<file path="src/rtl/wb_pkg.sv">
// Shared types and constants for the register-file write-back path.
package wb_pkg;

  localparam int unsigned REG_ADDR_W = 5;
  localparam int unsigned DATA_W     = 32;

  localparam logic [REG_ADDR_W-1:0] REG_ZERO = 5'd31;

  typedef struct packed {
    logic [REG_ADDR_W-1:0] addr;
    logic [DATA_W-1:0]     data;
  } wb_entry_t;

endpackage

</file>
<file path="src/rtl/wb_entry_queue.sv">
// Circular buffer of pending register writes: up to two pushes and one pop per cycle.
// With WRITEBACK_FORWARD_EN defined, the read pointer and all slots are exported for forwarding.
module wb_entry_queue
  import wb_pkg::*;
#(
  parameter int unsigned DEPTH = 4
) (
  input  logic                     clk,
  input  logic                     rst_n,
  input  logic                     push0_valid,
  input  wb_entry_t                push0_entry,
  input  logic                     push1_valid,
  input  wb_entry_t                push1_entry,
  input  logic                     pop,
  output wb_entry_t                head,
  output logic [$clog2(DEPTH):0]   count
`ifdef WRITEBACK_FORWARD_EN
  ,
  output logic [$clog2(DEPTH)-1:0] rd_ptr,
  output wb_entry_t                entries [DEPTH]
`endif
);

  localparam int unsigned PTR_W = $clog2(DEPTH);
  localparam int unsigned CNT_W = PTR_W + 1;

  wb_entry_t        mem_q [DEPTH];
  wb_entry_t        mem_d [DEPTH];
  logic [PTR_W-1:0] rd_ptr_q, rd_ptr_d;
  logic [PTR_W-1:0] wr_ptr_q, wr_ptr_d;
  logic [CNT_W-1:0] count_q, count_d;
  logic [1:0]       n_push;
  logic [PTR_W-1:0] slot1;

  // push1 lands after push0 when both are present, otherwise at the write pointer
  always_comb begin
    mem_d    = mem_q;
    rd_ptr_d = rd_ptr_q;
    n_push   = {1'b0, push0_valid} + {1'b0, push1_valid};
    slot1    = wr_ptr_q + PTR_W'(push0_valid);
    if (push0_valid) mem_d[wr_ptr_q] = push0_entry;
    if (push1_valid) mem_d[slot1] = push1_entry;
    if (pop) rd_ptr_d = rd_ptr_q + PTR_W'(1);
    wr_ptr_d = wr_ptr_q + PTR_W'(n_push);
    count_d  = count_q - CNT_W'(pop) + CNT_W'(n_push);
  end

  always_ff @(posedge clk or negedge rst_n) begin
    if (!rst_n) begin
      for (int i = 0; i < int'(DEPTH); i++) mem_q[i] <= '0;
      rd_ptr_q <= '0;
      wr_ptr_q <= '0;
      count_q  <= '0;
    end else begin
      mem_q    <= mem_d;
      rd_ptr_q <= rd_ptr_d;
      wr_ptr_q <= wr_ptr_d;
      count_q  <= count_d;
    end
  end

  assign head  = mem_q[rd_ptr_q];
  assign count = count_q;

`ifdef WRITEBACK_FORWARD_EN
  assign rd_ptr  = rd_ptr_q;
  assign entries = mem_q;
`endif

endmodule

</file>
<file path="src/rtl/writeback_queue.sv">
// Write-back stage: accepts ALU and load results, queues them in order and drives the register-file write port.
// Define WRITEBACK_FORWARD_EN to add the fwd_* lookup ports and youngest-match search.
module writeback_queue
  import wb_pkg::*;
#(
  parameter int unsigned DEPTH = 4
) (
  input  logic                  clk,
  input  logic                  rst_n,
  input  logic                  mem_valid,
  input  logic [REG_ADDR_W-1:0] mem_addr,
  input  logic [DATA_W-1:0]     mem_data,
  input  logic                  alu_valid,
  input  logic [REG_ADDR_W-1:0] alu_addr,
  input  logic [DATA_W-1:0]     alu_data,
  output logic                  in_ready,
  output logic                  write_enable,
  output logic [REG_ADDR_W-1:0] write_addr,
  output logic [DATA_W-1:0]     write_data
`ifdef WRITEBACK_FORWARD_EN
  ,
  input  logic [REG_ADDR_W-1:0] fwd_addr,
  output logic                  fwd_hit,
  output logic [DATA_W-1:0]     fwd_data
`endif
);

  localparam int unsigned CNT_W = $clog2(DEPTH) + 1;

  logic [CNT_W-1:0] queue_count;
  wb_entry_t        head;
  wb_entry_t        mem_e, alu_e;
  logic             mem_keep, alu_keep;
  logic             pop;
  logic             push0_valid, push1_valid;
  wb_entry_t        push0_entry, push1_entry;
  logic             we_q, we_d;
  wb_entry_t        out_q, out_d;

  // Leaves room for a dual push even when nothing pops
  assign in_ready = (queue_count <= CNT_W'(DEPTH - 2));

  assign mem_e    = '{addr: mem_addr, data: mem_data};
  assign alu_e    = '{addr: alu_addr, data: alu_data};
  assign mem_keep = mem_valid && in_ready && (mem_addr != REG_ZERO);
  assign alu_keep = alu_valid && in_ready && (alu_addr != REG_ZERO);

  // Output source priority: queue head, then oldest surviving input; the rest is pushed oldest first
  always_comb begin
    pop         = 1'b0;
    push0_valid = 1'b0;
    push0_entry = mem_e;
    push1_valid = 1'b0;
    push1_entry = alu_e;
    we_d        = 1'b0;
    out_d       = out_q;
    if (queue_count != '0) begin
      pop   = 1'b1;
      we_d  = 1'b1;
      out_d = head;
      if (mem_keep) begin
        push0_valid = 1'b1;
        push1_valid = alu_keep;
      end else if (alu_keep) begin
        push0_valid = 1'b1;
        push0_entry = alu_e;
      end
    end else if (mem_keep) begin
      we_d        = 1'b1;
      out_d       = mem_e;
      push0_valid = alu_keep;
      push0_entry = alu_e;
    end else if (alu_keep) begin
      we_d  = 1'b1;
      out_d = alu_e;
    end
  end

  always_ff @(posedge clk or negedge rst_n) begin
    if (!rst_n) begin
      we_q  <= 1'b0;
      out_q <= '0;
    end else begin
      we_q  <= we_d;
      out_q <= out_d;
    end
  end

  assign write_enable = we_q;
  assign write_addr   = out_q.addr;
  assign write_data   = out_q.data;

`ifdef WRITEBACK_FORWARD_EN
  localparam int unsigned PTR_W = $clog2(DEPTH);

  logic [PTR_W-1:0] q_rd_ptr;
  wb_entry_t        q_entries [DEPTH];

  wb_entry_queue #(.DEPTH(DEPTH)) u_queue (
    .clk         (clk),
    .rst_n       (rst_n),
    .push0_valid (push0_valid),
    .push0_entry (push0_entry),
    .push1_valid (push1_valid),
    .push1_entry (push1_entry),
    .pop         (pop),
    .head        (head),
    .count       (queue_count),
    .rd_ptr      (q_rd_ptr),
    .entries     (q_entries)
  );

  // Scan oldest to youngest so the last match wins; the output register is older than any queued entry
  always_comb begin
    logic [PTR_W-1:0] idx;
    fwd_hit  = 1'b0;
    fwd_data = '0;
    idx      = '0;
    if (we_q && (out_q.addr == fwd_addr)) begin
      fwd_hit  = 1'b1;
      fwd_data = out_q.data;
    end
    for (int unsigned i = 0; i < DEPTH; i++) begin
      idx = q_rd_ptr + PTR_W'(i);
      if ((CNT_W'(i) < queue_count) && (q_entries[idx].addr == fwd_addr)) begin
        fwd_hit  = 1'b1;
        fwd_data = q_entries[idx].data;
      end
    end
    if (fwd_addr == REG_ZERO) begin
      fwd_hit  = 1'b0;
      fwd_data = '0;
    end
  end
`else
  wb_entry_queue #(.DEPTH(DEPTH)) u_queue (
    .clk         (clk),
    .rst_n       (rst_n),
    .push0_valid (push0_valid),
    .push0_entry (push0_entry),
    .push1_valid (push1_valid),
    .push1_entry (push1_entry),
    .pop         (pop),
    .head        (head),
    .count       (queue_count)
  );
`endif

endmodule

</file>
<file path="config.mk">
export PLATFORM = sky130hd
export DESIGN_NAME = writeback_queue
export DESIGN_NICKNAME = d
export VERILOG_FILES = /design/src/rtl/wb_pkg.sv /design/src/rtl/wb_entry_queue.sv /design/src/rtl/writeback_queue.sv
export SDC_FILE = /design/constraint.sdc
export NUM_CORES = 1
export LEC_CHECK = 0
export CORE_MARGIN = 2
export CORE_UTILIZATION = 45
export CTS_CLUSTER_SIZE = 40
export DETAILED_ROUTE_END_ITERATION = 10
export GPL_ROUTABILITY_DRIVEN = 1
export HOLD_SLACK_MARGIN = 0.12
export PLACE_DENSITY = 0.78
export RECOVER_POWER = 25
export SYNTH_ARGS = -nofsm -noshare
export SYNTH_HDL_FRONTEND = slang
export SYNTH_SLANG_ARGS = --single-unit
</file>
<file path="constraint.sdc">
create_clock -name clk -period 9 [get_ports clk]
set_clock_uncertainty 0.05 [all_clocks]
set_input_delay 0.9 -clock clk [delete_from_list [all_inputs] [get_ports clk]]
set_output_delay 0.9 -clock clk [all_outputs]
set_load 0.1 [all_outputs]
</file>
======== Word level (Yosys, flattened, before mapping) ========
Index checks and enable logic that the tools add are counted.
operators by class
  equality and inequality tests ........... 2
  reduce and logical (&&, ||, !) cells .... 8
  multipliers ............................. 0
  shift operators ......................... 0
  mux-type cells .......................... 25
  divide/modulo/power cells ............... 0
  $lt $le $gt $ge ......................... 6
  bitwise gates (word level) .............. 3
  add/subtract/negate cells ............... 6
operators by type and width
  kind                                                                           number
  37-bit 2-to-1 mux                                                              11
  148-bit bitwise mux                                                            2
  148-bit 2-to-1 mux                                                             2
  37-bit demux with 2-bit select                                                 2
  37-bit binary-select mux with 2-bit select                                     1
  5-bit != test (second input constant)                                          2
  3-bit greater-or-equal comparator (second input constant)                      3
  2-bit NOT with 3-bit output                                                    3
  1-bit 2-to-1 mux                                                               7
  1-bit logical AND                                                              6
  3-bit by 1-bit less-than comparator with 1-bit output (second input constant)  2
  3-bit nonzero test                                                             2
  3-bit by 2-bit adder with 3-bit output                                         1
  3-bit by 2-bit <= comparator with 1-bit output (second input constant)         1
  3-bit by 1-bit subtractor with 3-bit output                                    1
  1-bit by 1-bit adder with 2-bit output                                         1
  2-bit by 1-bit adder with 2-bit output                                         1
  2-bit by 1-bit adder with 2-bit output (second input constant)                 1
  2-bit adder                                                                    1
storage, ports and cells
  ROM bits ................................ 0
  memories ................................ 0
  bits of input ports ..................... 78
  logic and storage cells ................. 64
  latch bits .............................. 0
  bits in writable memories ............... 0
  register bits after elaboration ......... 193

======== Logic depth before layout (Yosys ltp) ========
  word-level depth ........................ 14
  gate-level depth with buffers ........... 12
  depth with buffers taken out ............ 11

======== Cells and area by module ========
A second synthesis with hierarchy kept.
unflattened totals
  cell total of the unflattened synthesis .. 1177
  area, all modules ....................... 10585.2 µm²
modules (own cells, without submodules)
  module           times used  area each (µm²)  cells each
  wb_entry_queue   1           8195.4           905
  writeback_queue  1           2389.8           272

======== Least setup slack after synthesis ========
No wires, ideal clock.
  path type ............................... reg-to-reg
  start point ............................. register u_queue.count_q[1], in the netlist u_queue.count[1]
  end point ............................... register u_queue.mem_q[116] (netlist name)
  arrival time ............................ 3.406 ns
  setup slack ............................. 5.407 ns
  period minus slack after synthesis ...... 3.593 ns
  cell stages (with the launch flop) ...... 13
  path through ............................ dfrtp_1 -> a21oi_2 -> o211a_2 -> maj3_2 -> ha_1 -> xnor2_1 -> nor2b_1 -> nand4_1 -> o31a_1 -> buf_2 -> buf_2 -> nor2_1 -> a21oi_1
RTL lines
  what                      RTL line              text
  start: declaration        wb_entry_queue.sv:31  logic [CNT_W-1:0] count_q, count_d;
  start signal: assignment  wb_entry_queue.sv:58  count_q <= count_d;
  end signal: assignment    wb_entry_queue.sv:55  mem_q <= mem_d;
  end: declaration          wb_entry_queue.sv:27  wb_entry_t mem_q [DEPTH];

==> impl_metrics.env <==
export IMPL_status="finished clean"
export IMPL_port_buffers=116
export IMPL_worstSkewPairLatency_ns=0.45
export IMPL_hold_viol_final=0
export IMPL_syn_to_final_growth_pct=18.49
export IMPL_hp_start="write_addr[1]"
export IMPL_period_needed_ns=4.373
export IMPL_synth_edf_count=0
export IMPL_dieWidth_um=152.6
export IMPL_fin_ws_ns=4.627
export IMPL_rsz0062_at_grt="no"
export IMPL_drv_cap=0
export IMPL_crit_path_max_fanout=37
export IMPL_met1_usage=0.3342
export IMPL_grtUsageMet2=0.4258
export IMPL_grt_max_degree=122
export IMPL_drive_gt1_frac=0.1069
export IMPL_cpPeakStageDelay_ns=0.92
export IMPL_numClockSinks=193
export IMPL_async_reset_ff_frac=1.000
export IMPL_slowest_stage="nand3_2"
export IMPL_r2r_start="u_queue.count[2]"
export IMPL_relSlewSlack=0.2318
export IMPL_synthCells=952
export IMPL_min_path_type="flop to flop"
export IMPL_drv_slew=0
export IMPL_wire_per_inst_um=23.20
export IMPL_synth_ff_type="dfrtp_1"
export IMPL_path_cells="clkdlybuf4s50_1, nand3_1, o211a_2, maj3_2, ha_1, xnor2_1, nand3_2, o22ai_1"
export IMPL_p_leak_nw=4.695
export IMPL_dr_pass1_iters=5
export IMPL_drc=0
export IMPL_seq_area_frac_synth=0.4862
export IMPL_yosys_warnings=0
export IMPL_avgSynthCellArea_um2=10.43
export IMPL_cts_root_buf="clkbuf_16"
export IMPL_cts_hold_buf=0
export IMPL_setup_viol=0
export IMPL_place_congestion=0.8221
export IMPL_instances_no_fill=1311
export IMPL_dieHeight_um=152.6
export IMPL_dp_cells=1277
export IMPL_tns_ns=0
export IMPL_end_kind="flop"
export IMPL_cts_clk_slew_worst_paths_ns=0.07
export IMPL_grt_pass1_vias=8968
export IMPL_dieArea_um2=23280
export IMPL_startpoint="alu_addr[0]"
export IMPL_drt_initial_drc_count=824
export IMPL_core_area_um2=21760
export IMPL_post_cts_resized=0
export IMPL_grt_busiest_layer="met2"
export IMPL_period_share=0.4859
export IMPL_critPathLaunchType="primary input"
export IMPL_grt_ovfl_total=0
export IMPL_fmax_mhz=228.7
export IMPL_arrival_ns=4.65
export IMPL_dpl_hpwl_um=17240
export IMPL_regArea_um2=4832
export IMPL_synth_distinct_cells=50
export IMPL_viasPerCell=6.631
export IMPL_ant_nets=0
export IMPL_syn_nets=1037
export IMPL_htree_num_levels=4
export IMPL_clock_path_buffers=2
export IMPL_grt_pass1_wl_um=48430
export IMPL_whs_ns=0.4942
export IMPL_n_fill_cell=1857
export IMPL_grt_total_usage=0.2598
export IMPL_cts_buffers=17
export IMPL_ioPinCount=117
export IMPL_met3_usage=0.04863
export IMPL_dp_slack_ns=4.321
export IMPL_wirelength_um=30410
export IMPL_final_nets=1101
export IMPL_worst_slew_pin_slew_ns=1.152
export IMPL_worstSetupPathType="primary input to flop"
export IMPL_irDropWorstVdd_mv=0.1726
export IMPL_cts_tree="built"
export IMPL_syn_cell_area_um2=9933
export IMPL_vias=8693
export IMPL_cp_data_required_time_ns=9.28
export IMPL_power_density_nw_per_um2=441.8
export IMPL_antenna_found_initial=2
export IMPL_multi_input_area_um2=4669
export IMPL_ys_ff_latch=193
export IMPL_rows=54
export IMPL_cts_setup_buffers=0
export IMPL_start_util=0.4566
==> layer usage <==
metal  vias to the layer above  wire length, um
met1                      4314            11780
met4                         0             1077
li1                       3766                -
met5                         -                0
met2                       518            14830
met3                        95             2724
==> critical path, delay by kind of cell <==
kind,cells,cell delay [ns]
AOI/OAI and AO/OA,2,0.94
xor gates and xnor gates,1,0.47
adders and majority gates,2,0.65
buffers and inverters,1,0.63
and+or+nand+nor,2,1.07
==> cells by family after synthesis <==
group | synth area share
compound gates | 0.2813
flops | 0.4862
simple gates | 0.07923
buf+inv | 0.04560
mux | 0.08994
xor+xnor | 0.007054
fa+ha+maj | 0.01071
==> through the flow <==
step	cell area, um2	total power, mW	utilization
6_report	11770	5.200	0.5410
2_1_floorplan	9933	3.739	-
3_3_place_gp	11190	4.312	0.5143
5_1_grt	11770	5.469	0.5409
3_5_place_dp	11190	4.420	0.5143
4_1_cts	11780	5.184	0.5413
==> power by group <==
part | switching (mW) | internal, mW | total [mW]
clock | 0.367 | 0.398 | 0.765
combinational | 1.68 | 1.09 | 2.77
sequential | 0.335 | 1.33 | 1.66
==> area by class of cell <==
cell class	count	area share
multi-input combinational	662	0.3967
clock buffer	18	0.03731
timing repair buffer	133	0.1098
sequential	193	0.4105
antenna	2	0.0004252
clock inverter	14	0.01254
tap	280	0.02977
inverter	9	0.002870
==> registers in the layout, summed over array words and instances (netlist names) <==
name and count:
write_data 32, u_queue.wr_ptr_q 2, u_queue.rd_ptr_q 2, u_queue.count 3, write_enable 1, write_addr 5, u_queue.mem_q 148
==> path summary, 6_finish.rpt <==
path / end / slack, ns / cells after the start
setup / recovery: u_queue.mem_q[107] / 4.63 / 8
hold / removal: write_addr[1] / 0.49 / 2
setup reg to reg: u_queue.mem_q[107] / 4.89 / 7
hold reg to reg: write_addr[1] / 0.49 / 2
max in group asynchronous: u_queue.mem_q[133] / 6.86 / 2
min in group asynchronous: u_queue.count[0] / 0.52 / 1
==> cell usage in the layout, fill, tap and decap left out, drive strengths merged, types with 2 or more instances in the layout <==
cell type	Yosys	final
a211oi	3	3
mux2i	6	6
nand2	115	115
a21o	2	2
and2	3	3
xnor2	8	8
clkdlybuf4s50	0	115
a2bb2oi	105	105
and3	3	3
a31oi	5	5
nor2b	6	6
clkinvlp	0	2
buf	45	17
inv	9	15
diode	0	2
dfrtp	193	193
mux4	37	37
o21ai	41	41
o21a	3	3
clkinv	0	5
o22ai	144	144
clkbuf	43	19
o211a	3	3
nor3	3	3
ha	6	6
a21oi	104	104
nor2	46	46
nand3	5	5
==> cell usage after synthesis, types with 2 or more instances <==
cell type	instances	area, um2
buf_6	2	22.52
nand3_1	4	20.02
o21ai_0	37	185.2
inv_1	7	26.28
a21o_1	2	15.01
mux2i_1	6	60.06
ha_1	6	75.07
dfrtp_1	193	4830
buf_4	11	82.58
a2bb2oi_1	105	919.6
xnor2_1	8	70.07
nand2_1	115	431.7
nor2b_1	6	37.54
a31oi_1	3	18.77
o22ai_1	144	900.9
inv_2	2	7.510
o21a_1	3	22.52
o211a_1	2	20.02
nor2_1	44	165.2
clkbuf_1	43	161.4
o21ai_1	4	20.02
and2_1	3	18.77
nor2_2	2	12.51
and3_1	3	18.77
buf_1	6	22.52
a31oi_4	2	42.54
mux4_2	37	833.3
a21oi_1	103	515.5
a211oi_1	3	22.52
buf_2	26	130.1
No activity file was read; power rests on OpenSTA's default activity.
